$ cat src/rtl/ksa_pkg.sv
// Shared definitions for the 8b+12b Kogge-Stone adder datapath.
//   KSA_X_W   : width of operand X
//   KSA_Y_W   : width of operand Y
//   KSA_SUM_W : width of the sum, wider operand plus carry-out
//   ksa_sum_t : sum type as delivered by the adder core
package ksa_pkg;

  localparam int unsigned KSA_X_W   = 8;
  localparam int unsigned KSA_Y_W   = 12;
  localparam int unsigned KSA_SUM_W = 13;

  typedef logic [KSA_SUM_W-1:0] ksa_sum_t;

endpackage

$ cat src/rtl/ksa_sum_skid_buffer.sv
// Registers the combinational Kogge-Stone sum into a small FIFO and presents it over
// valid/ready. This breaks the long prefix-tree path between the adder and its consumer.
// It also keeps a saturating count of accepted sums that carried out of the top bit.
//
// Ports:
//   clk, rst_n   : clock (rising edge) and asynchronous active-low reset
//   in_valid     : adder sum valid this cycle
//   in_sum       : adder sum
//   in_ready     : buffer can accept in_sum this cycle (depends on registered level only)
//   out_valid    : head entry valid
//   out_sum      : head entry sum, 0 when empty
//   out_cout     : head entry carry-out (top bit of out_sum)
//   out_ready    : consumer accepts head this cycle
//   level        : occupancy, 0..DEPTH
//   cnt_clr      : synchronous clear of cout_cnt, wins over a counting push
//   cout_cnt     : saturating count of accepted sums with carry-out set
//
// DEPTH must be a power of two and at least 2 so that the pointers wrap naturally.
module ksa_sum_skid_buffer
  import ksa_pkg::*;
#(
  parameter int unsigned SUM_W = KSA_SUM_W,
  parameter int unsigned DEPTH = 2,
  parameter int unsigned CNT_W = 16
) (
  input  logic                   clk,
  input  logic                   rst_n,
  input  logic                   in_valid,
  input  logic [SUM_W-1:0]       in_sum,
  output logic                   in_ready,
  output logic                   out_valid,
  output logic [SUM_W-1:0]       out_sum,
  output logic                   out_cout,
  input  logic                   out_ready,
  output logic [$clog2(DEPTH):0] level,
  input  logic                   cnt_clr,
  output logic [CNT_W-1:0]       cout_cnt
);

  localparam int unsigned PTR_W = $clog2(DEPTH);
  localparam int unsigned LVL_W = PTR_W + 1;

  localparam logic [LVL_W-1:0] LevelFull = LVL_W'(DEPTH);
  localparam logic [LVL_W-1:0] LevelOne  = LVL_W'(1);
  localparam logic [PTR_W-1:0] PtrOne    = PTR_W'(1);
  localparam logic [CNT_W-1:0] CntMax    = {CNT_W{1'b1}};
  localparam logic [CNT_W-1:0] CntOne    = CNT_W'(1);

  logic [SUM_W-1:0] mem_q [DEPTH];

  logic [PTR_W-1:0] wr_ptr_q, wr_ptr_d;
  logic [PTR_W-1:0] rd_ptr_q, rd_ptr_d;
  logic [LVL_W-1:0] level_q, level_d;
  logic [CNT_W-1:0] cnt_q, cnt_d;

  logic push;
  logic pop;

  // Handshake flags come from registered state only, so there is no combinational
  // path from out_ready to in_ready.
  assign in_ready  = (level_q != LevelFull);
  assign out_valid = (level_q != '0);

  assign push = in_valid & in_ready;
  assign pop  = out_valid & out_ready;

  // Head is read straight from storage; masked to 0 when empty so stale contents
  // never leak onto the output.
  always_comb begin
    out_sum = '0;
    if (out_valid) begin
      out_sum = mem_q[rd_ptr_q];
    end
  end

  assign out_cout = out_sum[SUM_W-1];
  assign level    = level_q;
  assign cout_cnt = cnt_q;

  // Pointer and occupancy next-state. Pointers wrap modulo DEPTH by overflow.
  always_comb begin
    wr_ptr_d = wr_ptr_q;
    rd_ptr_d = rd_ptr_q;
    level_d  = level_q;

    if (push) begin
      wr_ptr_d = wr_ptr_q + PtrOne;
    end
    if (pop) begin
      rd_ptr_d = rd_ptr_q + PtrOne;
    end

    unique case ({push, pop})
      2'b10:   level_d = level_q + LevelOne;
      2'b01:   level_d = level_q - LevelOne;
      default: level_d = level_q;
    endcase
  end

  // Carry-out counter: clear wins, otherwise count accepted carry-outs and stick at max.
  always_comb begin
    cnt_d = cnt_q;
    if (cnt_clr) begin
      cnt_d = '0;
    end else if (push && in_sum[SUM_W-1] && (cnt_q != CntMax)) begin
      cnt_d = cnt_q + CntOne;
    end
  end

  always_ff @(posedge clk or negedge rst_n) begin
    if (!rst_n) begin
      wr_ptr_q <= '0;
      rd_ptr_q <= '0;
      level_q  <= '0;
      cnt_q    <= '0;
    end else begin
      wr_ptr_q <= wr_ptr_d;
      rd_ptr_q <= rd_ptr_d;
      level_q  <= level_d;
      cnt_q    <= cnt_d;
    end
  end

  // Storage needs no reset: reads are masked by out_valid and writes only happen on push,
  // so whatever sits on in_sum while not pushing is never captured.
  always_ff @(posedge clk) begin
    if (push) begin
      mem_q[wr_ptr_q] <= in_sum;
    end
  end

endmodule

$ cat config.mk
export PLATFORM = sky130hd
export DESIGN_NAME = ksa_sum_skid_buffer
export DESIGN_NICKNAME = d
export VERILOG_FILES = /design/src/rtl/ksa_pkg.sv /design/src/rtl/ksa_sum_skid_buffer.sv
export SDC_FILE = /design/constraint.sdc
export NUM_CORES = 1
export LEC_CHECK = 0
export ABC_AREA = 0
export BUFFER_PORTS_ARGS = -buffer_cell sky130_fd_sc_hd__buf_4
export CELL_PAD_IN_SITES_DETAIL_PLACEMENT = 1
export CELL_PAD_IN_SITES_GLOBAL_PLACEMENT = 1
export CORE_MARGIN = 10
export CORE_UTILIZATION = 40
export CTS_BUF_LIST = sky130_fd_sc_hd__clkbuf_2 sky130_fd_sc_hd__clkbuf_4 sky130_fd_sc_hd__clkbuf_8
export DETAILED_ROUTE_END_ITERATION = 8
export HOLD_SLACK_MARGIN = 0.02
export PLACE_DENSITY = 0.77
export SYNTH_ARGS = -nofsm -noshare
export SYNTH_HDL_FRONTEND = slang
export SYNTH_SLANG_ARGS = --single-unit
$ cat constraint.sdc
create_clock -name clk -period 2.7 [get_ports clk]
set_clock_uncertainty 0.1 [all_clocks]
set_input_delay 0.135 -clock clk [delete_from_list [all_inputs] [get_ports clk]]
set_output_delay 0.135 -clock clk [all_outputs]
set_load 0.02 [all_outputs]
# --- Word-level counts from Yosys, hierarchy flattened ---
# Memory sizes are Yosys's and may differ from the RTL's.
# Cells that the tools add are included.
classes:
  n_div: 0
  bitwise: 2
  n_mul: 0
  reduce_logical: 5
  magnitude_cmp: 0
  shifts: 0
  n_eq_ne: 4
  addsub: 5
  mux: 6
op_table:
  columns: ["operator", "n"]
  rows:
  - ["16-bit two-way mux", 2]
  - ["16-bit by 1-bit adder with 16-bit output (second input constant)", 1]
  - ["16-bit != test (second input constant)", 1]
  - ["13-bit two-way mux", 1]
  - ["2-bit nonzero test", 3]
  - ["2-bit one-hot mux with 2 select lines", 1]
  - ["1-bit adder (second input constant)", 2]
  - ["2-bit by 1-bit adder with 2-bit output (second input constant)", 1]
  - ["1-bit AND", 2]
  - ["2-bit by 1-bit equality test with 1-bit output (second input constant)", 1]
  - ["2-bit equality test (second input constant)", 1]
  - ["1-bit logical AND", 2]
  - ["1-bit two-way mux", 2]
  - ["2-bit != test (second input constant)", 1]
  - ["2-bit by 1-bit subtractor with 2-bit output (second input constant)", 1]
totals:
  mem_bits_ro: 0
  wordCells: 27
  ram_bits: 26
  latchBits: 0
  out_inout_bits: 34
  ff_bits: 20
  memories: 1
  in_bits: 18
mem_list:
  columns: ["name", "depth", "word_bits", "rd", "rd_ports_with_merged_regs", "write_ports", "line", "rtl"]
  rows:
  - ["mem_q", 2, 13, 1, 0, 1, "ksa_sum_skid_buffer.sv:49", "logic [SUM_W-1:0] mem_q [DEPTH];"]

# --- Logic depth before layout (Yosys ltp) ---
depth:
  word_depth: 6
  ltp_mapped: 7
  depth_no_buf: 6

# --- Least setup slack after synthesis ---
# No wires, ideal clock.
synth_path:
  path_kind: "register to register"
  start: "register level_q[0], in the netlist level[0]"
  end: "memory mem_q[0][0] in the netlist's numbering (enable)"
  slack_ps: 696
  path_stages_with_launch: 5
  required_time_ps: 2218
  arrival_time_ps: 1521
  n_path_buf: 1
  setup_ps: 382
  synth_period_minus_slack_ps: 2004
  cell_sequence: "dfrtp_1 > nand2b_1 > buf_4 > nand2_1 > nor2_1"
synth_between:
  elab_chain_len: 4
synth_rtl:
  columns: ["item", "line", "rtl"]
  rows:
  - ["start: declaration", "ksa_sum_skid_buffer.sv:53", "logic [LVL_W-1:0] level_q, level_d;"]
  - ["start signal: assignment", "ksa_sum_skid_buffer.sv:119", "level_q <= level_d;"]
  - ["2-bit != test", "ksa_sum_skid_buffer.sv:61", "assign in_ready = (level_q != LevelFull);"]
  - ["net in_ready", "ksa_sum_skid_buffer.sv:30", "output logic in_ready,"]
  - ["1-bit AND", "ksa_sum_skid_buffer.sv:64", "assign push = in_valid & in_ready;"]
  - ["1-bit two-way mux", "ksa_sum_skid_buffer.sv:127", "if (push) begin"]
  - ["1-bit two-way mux (not written as such)", "ksa_sum_skid_buffer.sv:128", "mem_q[wr_ptr_q] <= in_sum;"]
  - ["end: declaration", "ksa_sum_skid_buffer.sv:49", null]
# The timed path passes the listed nets, and every way through them passes these cells.

# --- Worst setup path in the final report ---
layout_path:
  start: "register level_q[0], in the netlist level[0]"
  end: "register cnt_q[8], in the netlist cout_cnt[8]"
layout_between:
  elab_chain_len: 5
layout_rtl:
  columns: ["item", "line", "rtl"]
  rows:
  - ["2-bit != test", "ksa_sum_skid_buffer.sv:61", null]
  - ["1-bit AND", "ksa_sum_skid_buffer.sv:64", null]
  - ["1-bit logical AND (2 in series)", "ksa_sum_skid_buffer.sv:105", "end else if (push && in_sum[SUM_W-1] && (cnt_q != CntMax)) begin"]
  - ["2-bit nonzero test (no line)", null, null]
  - ["end signal: assignment", "ksa_sum_skid_buffer.sv:120", "cnt_q <= cnt_d;"]
  - ["end: declaration", "ksa_sum_skid_buffer.sv:54", "logic [CNT_W-1:0] cnt_q, cnt_d;"]
# No other way between the ends.
# A chain may end at the register's enable or synchronous reset.

==> summary.log <==
INFO  layout         area_delta_synth_final=30.6%
INFO  layout         layout.cells.most_common=buf_4
INFO  power_and_ir_drop power_leakage=0.00119uW
INFO  timing         timing_worst_slew_pin_value=0.766ns
INFO  setup_path     worstPathCellList=nand2b_1, nand3_1, a2111oi_2, mux2_2
INFO  die            core_area=0.00544sqmm
INFO  detailed_routing vias_per_cell=5.14
INFO  die            start_util=40.7%
INFO  min_path       worstHoldEndpoint=wr_ptr_q
INFO  logic_synthesis synth.yosys.warnings=0
INFO  global_routing track_usage=12.8%
INFO  setup_path     crit_path_required_time=2.79ns
INFO  setup_path     crit_path_capture_type=flip-flop
INFO  die            std_cell_rows=27
INFO  timing         finalSetupTns=0ns
INFO  global_routing wire_length_of_the_first_global_routing_pass=9.03mm
INFO  clocking       cts_tree=yes
INFO  min_path       hold_path_depth=3
INFO  layout         drive_gt1_share=31.3%
INFO  logic_synthesis synth_xor_area_share=1.98%
INFO  timing         maxSlewHeadroom=49.0%
INFO  logic_synthesis distinct_cell_type_count_after_synthesis=37
INFO  global_routing globalRouteOverflowTotal=0
INFO  logic_synthesis synth_enable_flop_cells=26
INFO  logic_synthesis post_synth_fa_ha_maj_area_fraction=1.13%
INFO  min_path       timing.hold.worst.start=in_valid
INFO  layout         final_cell_mix=buf_4 (54), nor2_1 (28), edfxtp_1 (26)
INFO  setup_path     worst_path_max_delay_cell=dfrtp_1
INFO  run            timing.max_cap.violations=0
INFO  layout         final_nets=271
INFO  clocking       clock-sinks=46
INFO  clocking       insertion_delay=0.30ns
INFO  timing         fmaxAchievable=483MHz
INFO  placed_design  io_buffers=51
INFO  global_routing grt_max_degree=27
INFO  logic_synthesis ys_async_sr_fraction=43.5%
INFO  die            die_h=94.4um
INFO  placed_design  routabilityCongestion=0.791
INFO  detailed_routing detail_route.wirelength=5.52mm
INFO  die            io_pins=52
INFO  die            die_x=94.4um
INFO  setup_path     critPathKind=flip-flop to flip-flop
INFO  setup_path     crit-reg2reg-launch=level[0]
INFO  layout         diodes=0
INFO  logic_synthesis synth_compound_area_share=5.31%
INFO  detailed_routing drt_pre_antenna_iters=4
INFO  logic_synthesis syn-cell-area=0.00222sqmm
INFO  setup_path     worst_path_largest_cell_delay=0.44ns
INFO  power_and_ir_drop pwr_density_cell=804mW/mm^2
INFO  clocking       cts_resized=0
INFO  detailed_routing drt_iter0_drc=77
INFO  setup_path     cp_top_family=simple AND/OR/NAND/NOR gates
INFO  detailed_routing antenna_violating_nets_remaining=0
INFO  timing         layout_worst_path_cycle_share=76.8%
INFO  clocking       max-clock-path-buffers=2
INFO  logic_synthesis largest_family_of_logic_cells_by_synthesized_area=simple AND/OR/NAND/NOR gates
INFO  power_and_ir_drop power.total=2330uW
INFO  detailed_routing vias=1664
INFO  status         outcome=complete, no violations
INFO  timing         drv_slew=0
INFO  clocking       hold_buffers=14
INFO  setup_path     crit_fanout=8
INFO  logic_synthesis synth-seq-cells=46
INFO  clocking       tritoncts.num_buffers=5
INFO  global_routing grt_antenna_before_repair=0
INFO  logic_synthesis synth.avg_cell_area=12.0squm
INFO  min_path       holdCritPathClass=input port to flip-flop
INFO  logic_synthesis syn-num-nets=205
INFO  detailed_routing wl_per_cell=17.0um
INFO  layout         final_area=0.00289sqmm
INFO  logic_synthesis main_flop_type_after_synthesis=edfxtp_1
INFO  timing         final_number_of_setup_violating_endpoints=0
INFO  setup_path     critical_path.startpoint_type=flip-flop
INFO  detailed_routing drc_errors=0
INFO  clocking       clockRootBuffer=clkbuf_8
INFO  clocking       clk_transition_reported_paths=0.09ns
INFO  timing         finalHoldViolations=0
INFO  logic_synthesis yosys-mux-area-fraction=11.0%
INFO  setup_path     cp_data_arrival_time=2.16ns
INFO  clocking       clock_tree.htree_level_count=2
INFO  die            die_footprint=0.00892sqmm
INFO  placed_design  placed_area=0.00266sqmm
INFO  setup_path     r2r-end=cout_cnt[8]
INFO  power_and_ir_drop max-vdd-ir-drop=0.346mV
INFO  timing         layout_min_cycle_time=2.07ns
INFO  setup_path     r2r.worst_path.cells=4
INFO  setup_path     worst-path-buf-inv=0
INFO  setup_path     ff2ff_setup_slack=0.63ns
INFO  logic_synthesis synthSimpleGateAreaFrac=19.7%
INFO  clocking       post_cts_buffers=0
INFO  placed_design  place_hpwl=4.00mm
INFO  logic_synthesis post_synth_inst_count=185
INFO  logic_synthesis seq_area_frac_synth=57.8%
INFO  timing         rsz_0062_raised_after_global_routing=false
INFO  global_routing grt_pass1_vias=1778
[worst max-delay path by stage]
stage	startpoint	endpoint	slack (ns)	cells past startpoint
detailed placement	level[0]	cout_cnt[8]	0.61	4
floorplan	level[0]	mem_q[0][0]	0.70	4
CTS	level[0]	cout_cnt[8]	0.59	4
global route	level[0]	cout_cnt[8]	0.42	4
finish	level[0]	cout_cnt[8]	0.63	4
global placement	level[0]	cout_cnt[8]	0.69	4
[synth_stat cells, types with 2 or more instances]
master | instances | area, sq um
or3_1 | 3 | 18.8
nor2b_1 | 9 | 56.3
edfxtp_1 | 26 | 781
nand2_1 | 5 | 18.8
clkbuf_1 | 5 | 18.8
dfrtp_1 | 20 | 500
nor4_1 | 4 | 25.0
inv_1 | 5 | 18.8
and2_1 | 2 | 12.5
nor3_1 | 2 | 10.0
or4_1 | 3 | 22.5
mux2_2 | 10 | 113
o31ai_1 | 4 | 30.0
mux2i_1 | 13 | 130
a21oi_1 | 8 | 40.0
o21ai_0 | 2 | 10.0
nand4_1 | 4 | 25.0
and3_1 | 2 | 12.5
nor2_1 | 28 | 105
ha_1 | 2 | 25.0
xor2_1 | 2 | 17.5
and4_1 | 2 | 17.5
nand3_1 | 6 | 30.0
xnor2_1 | 3 | 26.3
a2111oi_2 | 2 | 30.0
buf_4 | 2 | 15.0
[worst min-delay path, delay by kind of cell]
kind	cells	cell delay, ns
xor gates and xnor gates	1	0.08
and+or+nand+nor	1	0.11
buffers and inverters	1	0.12
[flip-flops by register name, summed over array words and instances, names as in the netlist]
signal,flops
cout_cnt,16
mem_q,26
level,2
wr_ptr_q,1
rd_ptr_q,1
[metrics by stage]
step / utilization [%] / hold slack [ns] / worst slack [ns] / instances
after CTS: 53.2 / 0.0657 / 0.585 / 324
final: 53.2 / 0.0714 / 0.628 / 324
after global placement: 48.9 / -0.0637 / 0.691 / 302
after global routing: 53.2 / 0.0925 / 0.424 / 324
after floorplan: - / -0.261 / 0.696 / 185
after detailed placement: 48.9 / -0.0587 / 0.612 / 302
[kinds of logic (layout without fill, tap and decap cells)]
family	count (synthesis)	after routing
AO/OA/AOI/OAI	17	17
XOR/XNOR	5	5
adder cells (fa/ha/maj)	2	2
buffers and inverters	14	81
flip-flops	46	46
multiplexers	23	23
AND/OR/NAND/NOR	78	78
[where the power goes]
part | leakage, uW | internal (uW) | total [uW] | switching [uW]
Sequential | 0.000511 | 884 | 990 | 106
Combinational | 0.000639 | 397 | 907 | 511
Clock | 0.0000408 | 185 | 428 | 243
[layer usage]
layer  wire [um]  up-vias  part of all wire (%)  track usage [%]
met5           0        -                     0                0
met4          54        0                  0.98             3.80
met3         269        5                   4.9             3.73
met2        2980       33                    54             22.7
met1        2210      821                    40             14.5
li1            -      805                     -                -
[area by class of cell]
| class | count | area [sq um] |
|---|---|---|
| Inverter | 5 | 18.8 |
| Multi-Input combinational cell | 125 | 866 |
| Tap cell | 72 | 90.1 |
| Sequential cell | 46 | 1280 |
| Timing Repair Buffer | 68 | 546 |
| Clock buffer | 5 | 68.8 |
| Fill cell | 584 | 2540 |
| Clock inverter | 3 | 23.8 |
Note: power is estimated with default switching activity, not from simulation.
